File: src/rtl/cc_obstacle_gen.sv
// cc_obstacle_gen: periodic pseudo-random obstacle row generator for the car game
// Ports:
//   CC_OBSTACLE_GEN_CLOCK_50      system clock, rising edge
//   CC_OBSTACLE_GEN_RESET_InLow   asynchronous active-low reset
//   CC_OBSTACLE_GEN_enable_In     game running; low parks the block in IDLE
//   CC_OBSTACLE_GEN_clear_In      synchronous restart of the row sequence
//   CC_OBSTACLE_GEN_ack_In        downstream has taken the current row
//   CC_OBSTACLE_GEN_row_OutBus    obstacle row, 1 = obstacle
//   CC_OBSTACLE_GEN_valid_Out     row is new and not yet acknowledged
//   CC_OBSTACLE_GEN_count_OutBus  rows generated since reset/clear, saturating
// Build option: define OBSTACLE_GEN_DENSITY_EN for sparse (~25%) rows.
module cc_obstacle_gen #(
    parameter int         OBS_DATAWIDTH = 8,
    parameter int         OBS_PERIOD    = 50000000,
    parameter logic [7:0] OBS_SEED      = 8'hA5
) (
    input  logic                     CC_OBSTACLE_GEN_CLOCK_50,
    input  logic                     CC_OBSTACLE_GEN_RESET_InLow,
    input  logic                     CC_OBSTACLE_GEN_enable_In,
    input  logic                     CC_OBSTACLE_GEN_clear_In,
    input  logic                     CC_OBSTACLE_GEN_ack_In,
    output logic [OBS_DATAWIDTH-1:0] CC_OBSTACLE_GEN_row_OutBus,
    output logic                     CC_OBSTACLE_GEN_valid_Out,
    output logic [7:0]               CC_OBSTACLE_GEN_count_OutBus
);
    typedef enum logic [1:0] {IDLE, COUNT, PRESENT} state_t;
    // an all-zero seed would lock the LFSR, so it is replaced by 1
    localparam logic [OBS_DATAWIDTH-1:0] SEED = (OBS_SEED == 8'h00) ? 8'h01 : OBS_SEED;
    localparam logic [25:0] LAST = 26'(OBS_PERIOD - 1);
    state_t                   state_q, state_d;
    logic [25:0]              presc_q, presc_d;
    logic [OBS_DATAWIDTH-1:0] lfsr_q, lfsr_d, lfsr_step, shaped_raw, shaped;
    logic [OBS_DATAWIDTH-1:0] row_q, row_d;
    logic                     valid_q, valid_d;
    logic [7:0]               count_q, count_d;
    always_comb begin
        lfsr_step = {lfsr_q[6:0], lfsr_q[7] ^ lfsr_q[5] ^ lfsr_q[4] ^ lfsr_q[3]};
`ifdef OBSTACLE_GEN_DENSITY_EN
        shaped_raw = lfsr_step & {lfsr_step[3:0], lfsr_step[7:4]};
`else
        shaped_raw = lfsr_step;
`endif
        // a full row would leave the car nowhere to go: open lane 0
        shaped = (shaped_raw == '1) ? {shaped_raw[7:1], 1'b0} : shaped_raw;
    end
    always_comb begin
        state_d = state_q;
        presc_d = presc_q;
        lfsr_d  = lfsr_q;
        row_d   = row_q;
        valid_d = valid_q;
        count_d = count_q;
        if (CC_OBSTACLE_GEN_clear_In) begin
            presc_d = '0;
            lfsr_d  = SEED;
            row_d   = '0;
            valid_d = 1'b0;
            count_d = '0;
            state_d = CC_OBSTACLE_GEN_enable_In ? COUNT : IDLE;
        end else if (!CC_OBSTACLE_GEN_enable_In) begin
            state_d = IDLE;
            valid_d = 1'b0;
        end else begin
            unique case (state_q)
                IDLE: begin
                    state_d = COUNT;
                    presc_d = '0;
                end
                COUNT: begin
                    if (presc_q == LAST) begin
                        lfsr_d  = lfsr_step;
                        row_d   = shaped;
                        valid_d = 1'b1;
                        count_d = (count_q == 8'hFF) ? count_q : count_q + 8'd1;
                        presc_d = '0;
                        state_d = PRESENT;
                    end else begin
                        presc_d = presc_q + 26'd1;
                    end
                end
                PRESENT: begin
                    // prescaler is frozen here so a slow consumer never loses a row
                    if (CC_OBSTACLE_GEN_ack_In) begin
                        valid_d = 1'b0;
                        presc_d = '0;
                        state_d = COUNT;
                    end
                end
                default: state_d = IDLE;
            endcase
        end
    end
    always_ff @(posedge CC_OBSTACLE_GEN_CLOCK_50 or negedge CC_OBSTACLE_GEN_RESET_InLow) begin
        if (!CC_OBSTACLE_GEN_RESET_InLow) begin
            state_q <= IDLE;
            presc_q <= '0;
            lfsr_q  <= SEED;
            row_q   <= '0;
            valid_q <= 1'b0;
            count_q <= '0;
        end else begin
            state_q <= state_d;
            presc_q <= presc_d;
            lfsr_q  <= lfsr_d;
            row_q   <= row_d;
            valid_q <= valid_d;
            count_q <= count_d;
        end
    end
    assign CC_OBSTACLE_GEN_row_OutBus   = row_q;
    assign CC_OBSTACLE_GEN_valid_Out    = valid_q;
    assign CC_OBSTACLE_GEN_count_OutBus = count_q;
endmodule
File: config.mk
export PLATFORM = sky130hd
export DESIGN_NAME = cc_obstacle_gen
export DESIGN_NICKNAME = d
export VERILOG_FILES = /design/src/rtl/cc_obstacle_gen.sv
export SDC_FILE = /design/constraint.sdc
export NUM_CORES = 1
export LEC_CHECK = 0
export ABC_AREA = 1
export CORE_ASPECT_RATIO = 0.7
export CORE_MARGIN = 1
export CORE_UTILIZATION = 30
export DETAILED_ROUTE_END_ITERATION = 8
export GPL_ROUTABILITY_DRIVEN = 1
export REMOVE_ABC_BUFFERS = 1
export SLEW_MARGIN = 15
export SYNTH_ARGS = -nofsm -noshare
export SYNTH_HDL_FRONTEND = slang
export SYNTH_SLANG_ARGS = --single-unit
File: constraint.sdc
create_clock -name CC_OBSTACLE_GEN_CLOCK_50 -period 1.6 [get_ports CC_OBSTACLE_GEN_CLOCK_50]
set_input_delay 0.32 -clock CC_OBSTACLE_GEN_CLOCK_50 [delete_from_list [all_inputs] [get_ports CC_OBSTACLE_GEN_CLOCK_50]]
set_output_delay 0.32 -clock CC_OBSTACLE_GEN_CLOCK_50 [all_outputs]
set_load 0.02 [all_outputs]
==> run_results.csv, run 1 <==
group,metric,value,unit
place,dpl_cell_area,3840,sq um
power,swShare,25.8,%
drt,vias,3052,
power,power_density,714,nW/um^2
drt,firstDrtPassIters,5,
outcome,violations,"setup timing",
synthesis,synth_cell_types,37,
power,p_seq_share,39.9,%
synthesis,async_flop_share,100,%
synthesis,synth-edff-count,0,
layout,nets,521,
floorplan,fp-row-count,30,
timing,setup_tns,-0.749,ns
global_routing,grt_start_max_net_pins,26,
setup_path,path_max_fanout,4,
layout,n_antenna_cell,0,
timing,finalMaxSlewViolations,0,
timing,finalSetupViolations,32,
power,switchingPower,838,uW
synthesis,syn_avg_cell_area,7.36,sq um
clock_tree,cts_tree,"done",
place,hpwl,6090,um
timing,fmax,590,MHz
clock_tree,cts_root_buf,"clkbuf_16",
synthesis,ys_ff_latch,49,
min_path,min_path_type,"primary input to async pin",
timing,worst_slew_pin_slew,0.360,ns
synthesis,synth_area,3130,sq um
place,dp_slack,-0.401,ns
timing,skew,0.00441,ns
global_routing,antenna_found_initial,0,
synthesis,synth_ff_type,"dfrtp_1",
clock_tree,clk_pin_slew_worst_paths,0.07,ns
timing,post-route-period-util,106,%
power,combPwrFrac,17.8,%
setup_path,cp-end-kind,"flip-flop",
place,dp_cells,619,
setup_path,reg2reg_from,"state_q[1]$_DFFE_PN0P_",
synthesis,synth_warnings,0,
clock_tree,htreeDepth,2,
drt,final_antenna_net_count,0,
timing,rsz0062_at_grt,"true",
timing,slew_headroom,75.9,%
layout,area_delta_synth_final,45.6,%
setup_path,crit_type,"flip-flop to flip-flop",
timing,setup_ws,-0.0957,ns
place,portBuffers,21,
layout,layout-drive-gt1-share,36.6,%
layout,final_common_cell,"nand2_1",
setup_path,cp-startpoint,"state_q[1]$_DFFE_PN0P_",
setup_path,required,1.82,ns
drt,finalWirelength,8820,um
drt,wire_per_inst,13.8,um
layout,multiInputGateArea,1980,sq um
clock_tree,clock_path_buffers,2,
synthesis,yosysSeqAreaShare,39.4,%
floorplan,die_h,87.4,um
clock_tree,cts_buffers,5,
power,max-vdd-ir-drop,0.444,mV
floorplan,dieArea,10800,sq um
outcome,status,"finished, violations left",
drt,drcViolationCount,0,
floorplan,die_w,124,um
power,cellLeakagePower,0.00213,uW
power,p_int,2410,uW
global_routing,grt_first_pass_wirelength,13900,um
floorplan,initial_core_util,31.6,%
drt,drt_iter0_markers,288,
run,maxCapViolCount,0,
clock_tree,clock_sinks,49,
drt,viasPerCell,4.78,
clock_tree,worstSkewPairLatency,0.29,ns
global_routing,grt.total_usage,16.5,%
synthesis,syn_inst,425,
global_routing,grt_pass1_vias,2741,
power,clkPwrFrac,42.3,%
layout,nFillCells,932,
floorplan,coreArea,9910,sq um
layout,seq_area,1230,sq um
global_routing,overflow,0,
place,place.gp.congestion,0.845,
setup_path,cp.arrival,1.92,ns
timing,fin_hold_ws,0.459,ns
setup_path,crit_path_start_kind,"flip-flop",
floorplan,ios,22,
timing,fin_crit,1.70,ns
layout,fin_area,4550,sq um
layout,layout.cells.non_filler,639,
timing,finalHoldViolations,0,
layout,layout_common_cells,"nand2_1, buf_4, dfrtp_1",
-- power groups by stage --
stage / logic (uW) / clock network (uW) / registers [uW]
2_1_floorplan: 180 / 0 / 1340
4_1_cts: 507 / 1400 / 1290
5_1_grt: 625 / 1450 / 1300
6_report: 580 / 1370 / 1300
3_3_place_gp: 424 / 0 / 1310
3_5_place_dp: 428 / 0 / 1320
-- cell type report --
cell class | instances | area share, %
multi-input cells | 315 | 43.6
flip-flops and latches | 49 | 27.1
repair buffers | 92 | 17.5
inverters | 47 | 4.09
well taps | 128 | 3.52
clock buffers | 5 | 2.75
clock inverters | 3 | 1.43
-- logic make-up after synthesis --
kind of cell,share of synthesized area [%]
xor+xnor,4.20
buf+inv,9.24
compound gates,7.08
flops,39.4
simple gates,37.7
fa+ha+maj,2.40
-- through the flow --
| step | utilization [%] | power (uW) |
|---|---|---|
| 2_1_floorplan | - | 1520 |
| 3_3_place_gp | 38.8 | 1740 |
| 6_report | 45.9 | 3250 |
| 3_5_place_dp | 38.8 | 1740 |
| 5_1_grt | 45.9 | 3370 |
| 4_1_cts | 42.8 | 3200 |
-- synthesized netlist by cell type, types with 2 or more instances --
cell type / count / share of area, %
nor2_4: 2 / 0.72
nand2_1: 117 / 14
ha_1: 6 / 2.4
buf_6: 4 / 1.4
nand3b_1: 3 / 0.72
o21ai_0: 9 / 1.4
dfstp_2: 4 / 3.4
dfrtp_1: 45 / 36
o21ai_2: 8 / 2.2
buf_4: 6 / 1.4
nand2_2: 8 / 1.6
inv_2: 7 / 0.84
nor2_1: 52 / 6.2
nor2_2: 8 / 1.6
nor3_1: 7 / 1.1
or2_2: 4 / 0.80
xor2_1: 12 / 3.4
nand3_1: 38 / 6.1
inv_1: 39 / 4.7
nand3_2: 3 / 0.96
nand4_1: 12 / 2.4
xnor2_1: 3 / 0.84
a21oi_1: 6 / 0.96
buf_2: 3 / 0.48
o21ai_1: 7 / 1.1
-- registers in the layout, indices dropped and copies added (netlist names) --
| name | cells |
|---|---|
| CC_OBSTACLE_GEN_row_OutBus | 4 |
| CC_OBSTACLE_GEN_count_OutBus | 8 |
| state_q | 2 |
| CC_OBSTACLE_GEN_valid_Out | 1 |
| presc_q | 26 |
| lfsr_q | 8 |
-- final timing paths --
path / endpoint / slack, ns / cells past startpoint
max: presc_q[0]$_DFFE_PN0P_ / -0.1 / 10
min: lfsr_q[1]$_DFFE_PN0P_ / 0.46 / 2
max reg2reg: presc_q[0]$_DFFE_PN0P_ / -0.1 / 10
min reg2reg: CC_OBSTACLE_GEN_valid_Out$_DFFE_PN0P_ / 0.49 / 2
max in group asynchronous: presc_q[16]$_DFFE_PN0P_ / 0.65 / 3
min in group CC_OBSTACLE_GEN_CLOCK_50: CC_OBSTACLE_GEN_valid_Out$_DFFE_PN0P_ / 0.49 / 2
-- critical path, cell delays in order, from the launching register on --
cell,delay (ns)
dfrtp_2,0.46
ha_4,0.18
inv_2,0.05
nor2_2,0.03
buf_6,0.12
nand2_4,0.05
nand3_4,0.09
buf_4,0.15
buf_6,0.11
or2_2,0.27
o21ai_2,0.11
-- timing repair --
item / in CTS / in global routing
hold buffers: 1 / 0
endpoints found under the hold margin: 8 / 0
pin swaps: 12 / 22
gates resized for setup: 56 / 71
setup endpoints to repair: 54 / 55
buffers inserted: 4 / 6
cloned: 1 / 0
-- per-layer routing --
metal	vias to the layer above	part of all wire [%]	GRT usage [%]
li1	1521	-	-
met1	1444	52	25.7
met2	81	42	23.2
met3	6	5.3	3.01
met4	0	0.69	3.25
met5	-	0	0
Note: power is estimated with default switching activity, not from simulation.
==> run 2: changes to the inputs <==
==> constraint.sdc (replaced) <==
create_clock -name CC_OBSTACLE_GEN_CLOCK_50 -period 1.6 [get_ports CC_OBSTACLE_GEN_CLOCK_50]
set_input_delay 0.32 -clock CC_OBSTACLE_GEN_CLOCK_50 [delete_from_list [all_inputs] [get_ports CC_OBSTACLE_GEN_CLOCK_50]]
set_output_delay 0.32 -clock CC_OBSTACLE_GEN_CLOCK_50 [all_outputs]
set_load 0.05 [all_outputs]
==> run 2 against run 1 <==
The run still ends with setup timing left. Flip-flop and latch count did not move. Design area decreased by 1.9%. Core utilization down 0.86 points. Wire length is 2.9% lower. Combinational power is 15% higher. Clock power is 21% lower. Cell count shrank 0.94%. Clock skew increased by 0.0019 ns. Non-clock buffer count shrank 6. Sequential power is essentially flat. Global-route usage grew 0.47 points. Worst setup slack gained 0.054 ns. Highest routed layer unchanged.
==> run_results.csv, run 2 (same netlist as run 1, synthesis figures left out) <==
group,metric,value,unit
floorplan,initial_core_util,31.6,%
global_routing,antenna_found_initial,0,
power,combPwrFrac,21.9,%
timing,setup_ws,-0.0420,ns
setup_path,cp-end-kind,"flip-flop",
drt,wire_per_inst,13.5,um
clock_tree,htreeDepth,2,
power,max-vdd-ir-drop,0.373,mV
power,power_density,682,nW/um^2
timing,post-route-period-util,103,%
layout,n_antenna_cell,0,
setup_path,r2r_setup_slack,-0.04,ns
clock_tree,cts_buffers,5,
setup_path,slowest_delay,0.43,ns
layout,final_common_cell,"nand2_1",
clock_tree,worstSkewPairLatency,0.30,ns
floorplan,die_h,87.4,um
clock_tree,clk_pin_slew_worst_paths,0.07,ns
layout,layout.cells.non_filler,633,
layout,nets,515,
clock_tree,clock_path_buffers,2,
setup_path,cp.arrival,1.87,ns
layout,largest_register_ffs,26,
setup_path,crit_type,"flip-flop to flip-flop",
outcome,status,"finished, violations left",
drt,vias,3047,
place,dp_slack,-0.352,ns
power,p_seq_share,42.6,%
drt,drcViolationCount,0,
power,cellLeakagePower,0.00196,uW
layout,final_core_util,45.1,%
setup_path,crit_path_start_kind,"flip-flop",
place,portBuffers,21,
clock_tree,clock_sinks,49,
setup_path,path_max_fanout,4,
drt,viasPerCell,4.81,
layout,layout-drive-gt1-share,37.2,%
layout,layout_common_cells,"nand2_1, buf_4, dfrtp_1",
timing,fin_crit,1.64,ns
floorplan,fp-row-count,30,
layout,area_delta_synth_final,42.8,%
floorplan,ios,22,
timing,slew_headroom,77.2,%
timing,rsz0062_at_grt,"true",
layout,multiInputGateArea,1860,sq um
layout,regMostFlops,"presc_q",
global_routing,grt_pass1_vias,2882,
drt,firstDrtPassIters,5,
timing,finalMaxSlewViolations,0,
timing,worst_slew_pin_slew,0.341,ns
global_routing,grt.total_usage,17.0,%
power,p_int,2150,uW
layout,nFillCells,962,
drt,drt_iter0_markers,180,
timing,skew,0.00627,ns
floorplan,coreArea,9910,sq um
floorplan,die_w,124,um
global_routing,grt_start_max_net_pins,28,
place,place.gp.congestion,0.869,
global_routing,overflow,0,
min_path,min_path_type,"primary input to async pin",
floorplan,dieArea,10800,sq um
setup_path,path_cells,"ha_4 > buf_6 > nor2_4 > nand2_2 > nand3_4 > inv_6 > buf_4 > nand2_4 > buf_6 > nand2_1 > nor2_2",
setup_path,cpMostUsedCell,"buf_6",
clock_tree,cts_tree,"done",
run,maxCapViolCount,0,
setup_path,required,1.82,ns
drt,final_antenna_net_count,0,
drt,finalWirelength,8560,um
setup_path,reg2regPathDepth,11,
clock_tree,cts_root_buf,"clkbuf_16",
power,clkPwrFrac,35.6,%
place,hpwl,6060,um
outcome,violations,"setup timing",
layout,seq_area,1230,sq um
power,switchingPower,898,uW
place,dp_cells,613,
timing,finalSetupViolations,11,
timing,finalHoldViolations,0,
setup_path,rr_endpoint,"presc_q[24]$_DFFE_PN0P_",
power,swShare,29.5,%
timing,fmax,609,MHz
setup_path,cp_slowest_cell,"dfrtp_1",
setup_path,reg2reg_from,"state_q[1]$_DFFE_PN0P_",
global_routing,grt_first_pass_wirelength,14100,um
-- run 2: cell types whose count changed in the layout (fill, tap and decap cells not counted), moves of 4 or more --
cell / change
buf_12: +15
buf_6: -7
dlygate4sd2_1: -11
dlymetal6s2s_1: -6
inv_2: +5
nand2_1: +7
nand2_2: -4
-- run 2: worst max-delay path, delay by kind of cell (launching register included) --
kind                     cells  cell delay, ns
flip-flops                   1            0.43
buffers and inverters        4            0.43
AND/OR/NAND/NOR              6            0.50
adder cells (fa/ha/maj)      1            0.19
-- run 2: cell type report --
cell class / count / area share, %
clock inverter: 3 / 0.504
inverter: 47 / 4.12
multi-input combinational: 315 / 41.7
tap: 128 / 3.58
sequential: 49 / 27.6
clock buffer: 5 / 2.80
timing repair buffer: 86 / 19.7
-- run 2: per-layer routing --
layer  wire [um]  track usage, %  vias to the layer above  part of all wire, %
li1            -               -                     1522                    -
met1        4430            26.3                     1423                   52
met2        3520            23.4                       91                   41
met3         503            3.14                       11                  5.9
met4          97            4.87                        0                  1.1
met5           0               0                        -                    0
-- run 2: worst max path at each step --
stage                                         from                      end  slack [ns]  cells past startpoint
after detailed placement  CC_OBSTACLE_GEN_clear_In   presc_q[7]$_DFFE_PN0P_       -0.35                     10
after global placement    CC_OBSTACLE_GEN_clear_In   presc_q[7]$_DFFE_PN0P_       -0.29                      9
final                       state_q[1]$_DFFE_PN0P_  presc_q[24]$_DFFE_PN0P_       -0.04                     11
after global routing       presc_q[18]$_DFFE_PN0P_  presc_q[24]$_DFFE_PN0P_       -0.17                     11
after floorplan             state_q[1]$_DFFE_PN0P_   presc_q[7]$_DFFE_PN0P_       -0.23                     10
after CTS                   state_q[1]$_DFFE_PN0P_   presc_q[0]$_DFFE_PN0P_       -0.06                     10
-- run 2: timing repair --
action,CTS,global route
pin swaps,7,23
gates resized for setup,35,41
endpoints found under the hold margin,5,0
gates cloned,1,1
setup buffers,6,5
hold buffers,1,0
endpoints found under the setup margin,35,47
-- run 2: power groups by stage --
stage,clock network (uW),registers (uW),logic (uW)
global placement,0,1320,531
global route,1160,1300,712
CTS,1120,1290,612
detailed placement,0,1320,544
floorplan,0,1380,180
finish,1080,1300,666
-- run 2: stage by stage --
step                      power, uW  hold slack (ns)  setup TNS [ns]  instance area [sq um]
after global routing           3170            0.460           -4.85                   4470
after global placement         1850            0.208           -8.65                   3940
after floorplan                1560           0.0244           -3.59                   3020
final                          3050            0.428          -0.151                   4470
after detailed placement       1860            0.214          -10.85                   3940
after CTS                      3030            0.425          -0.130                   4290
==> run 3: changes to the inputs <==
--- a/config.mk
+++ b/config.mk
@@ -6,6 +6,8 @@
 export NUM_CORES = 1
 export LEC_CHECK = 0
 export ABC_AREA = 1
+export ABC_CLOCK_PERIOD_IN_PS = 1600
+export CAP_MARGIN = 20
 export CORE_ASPECT_RATIO = 0.7
 export CORE_MARGIN = 1
 export CORE_UTILIZATION = 30
==> results of run 3 <==
Final layout, timing and power as in run 2 (identical DEF).
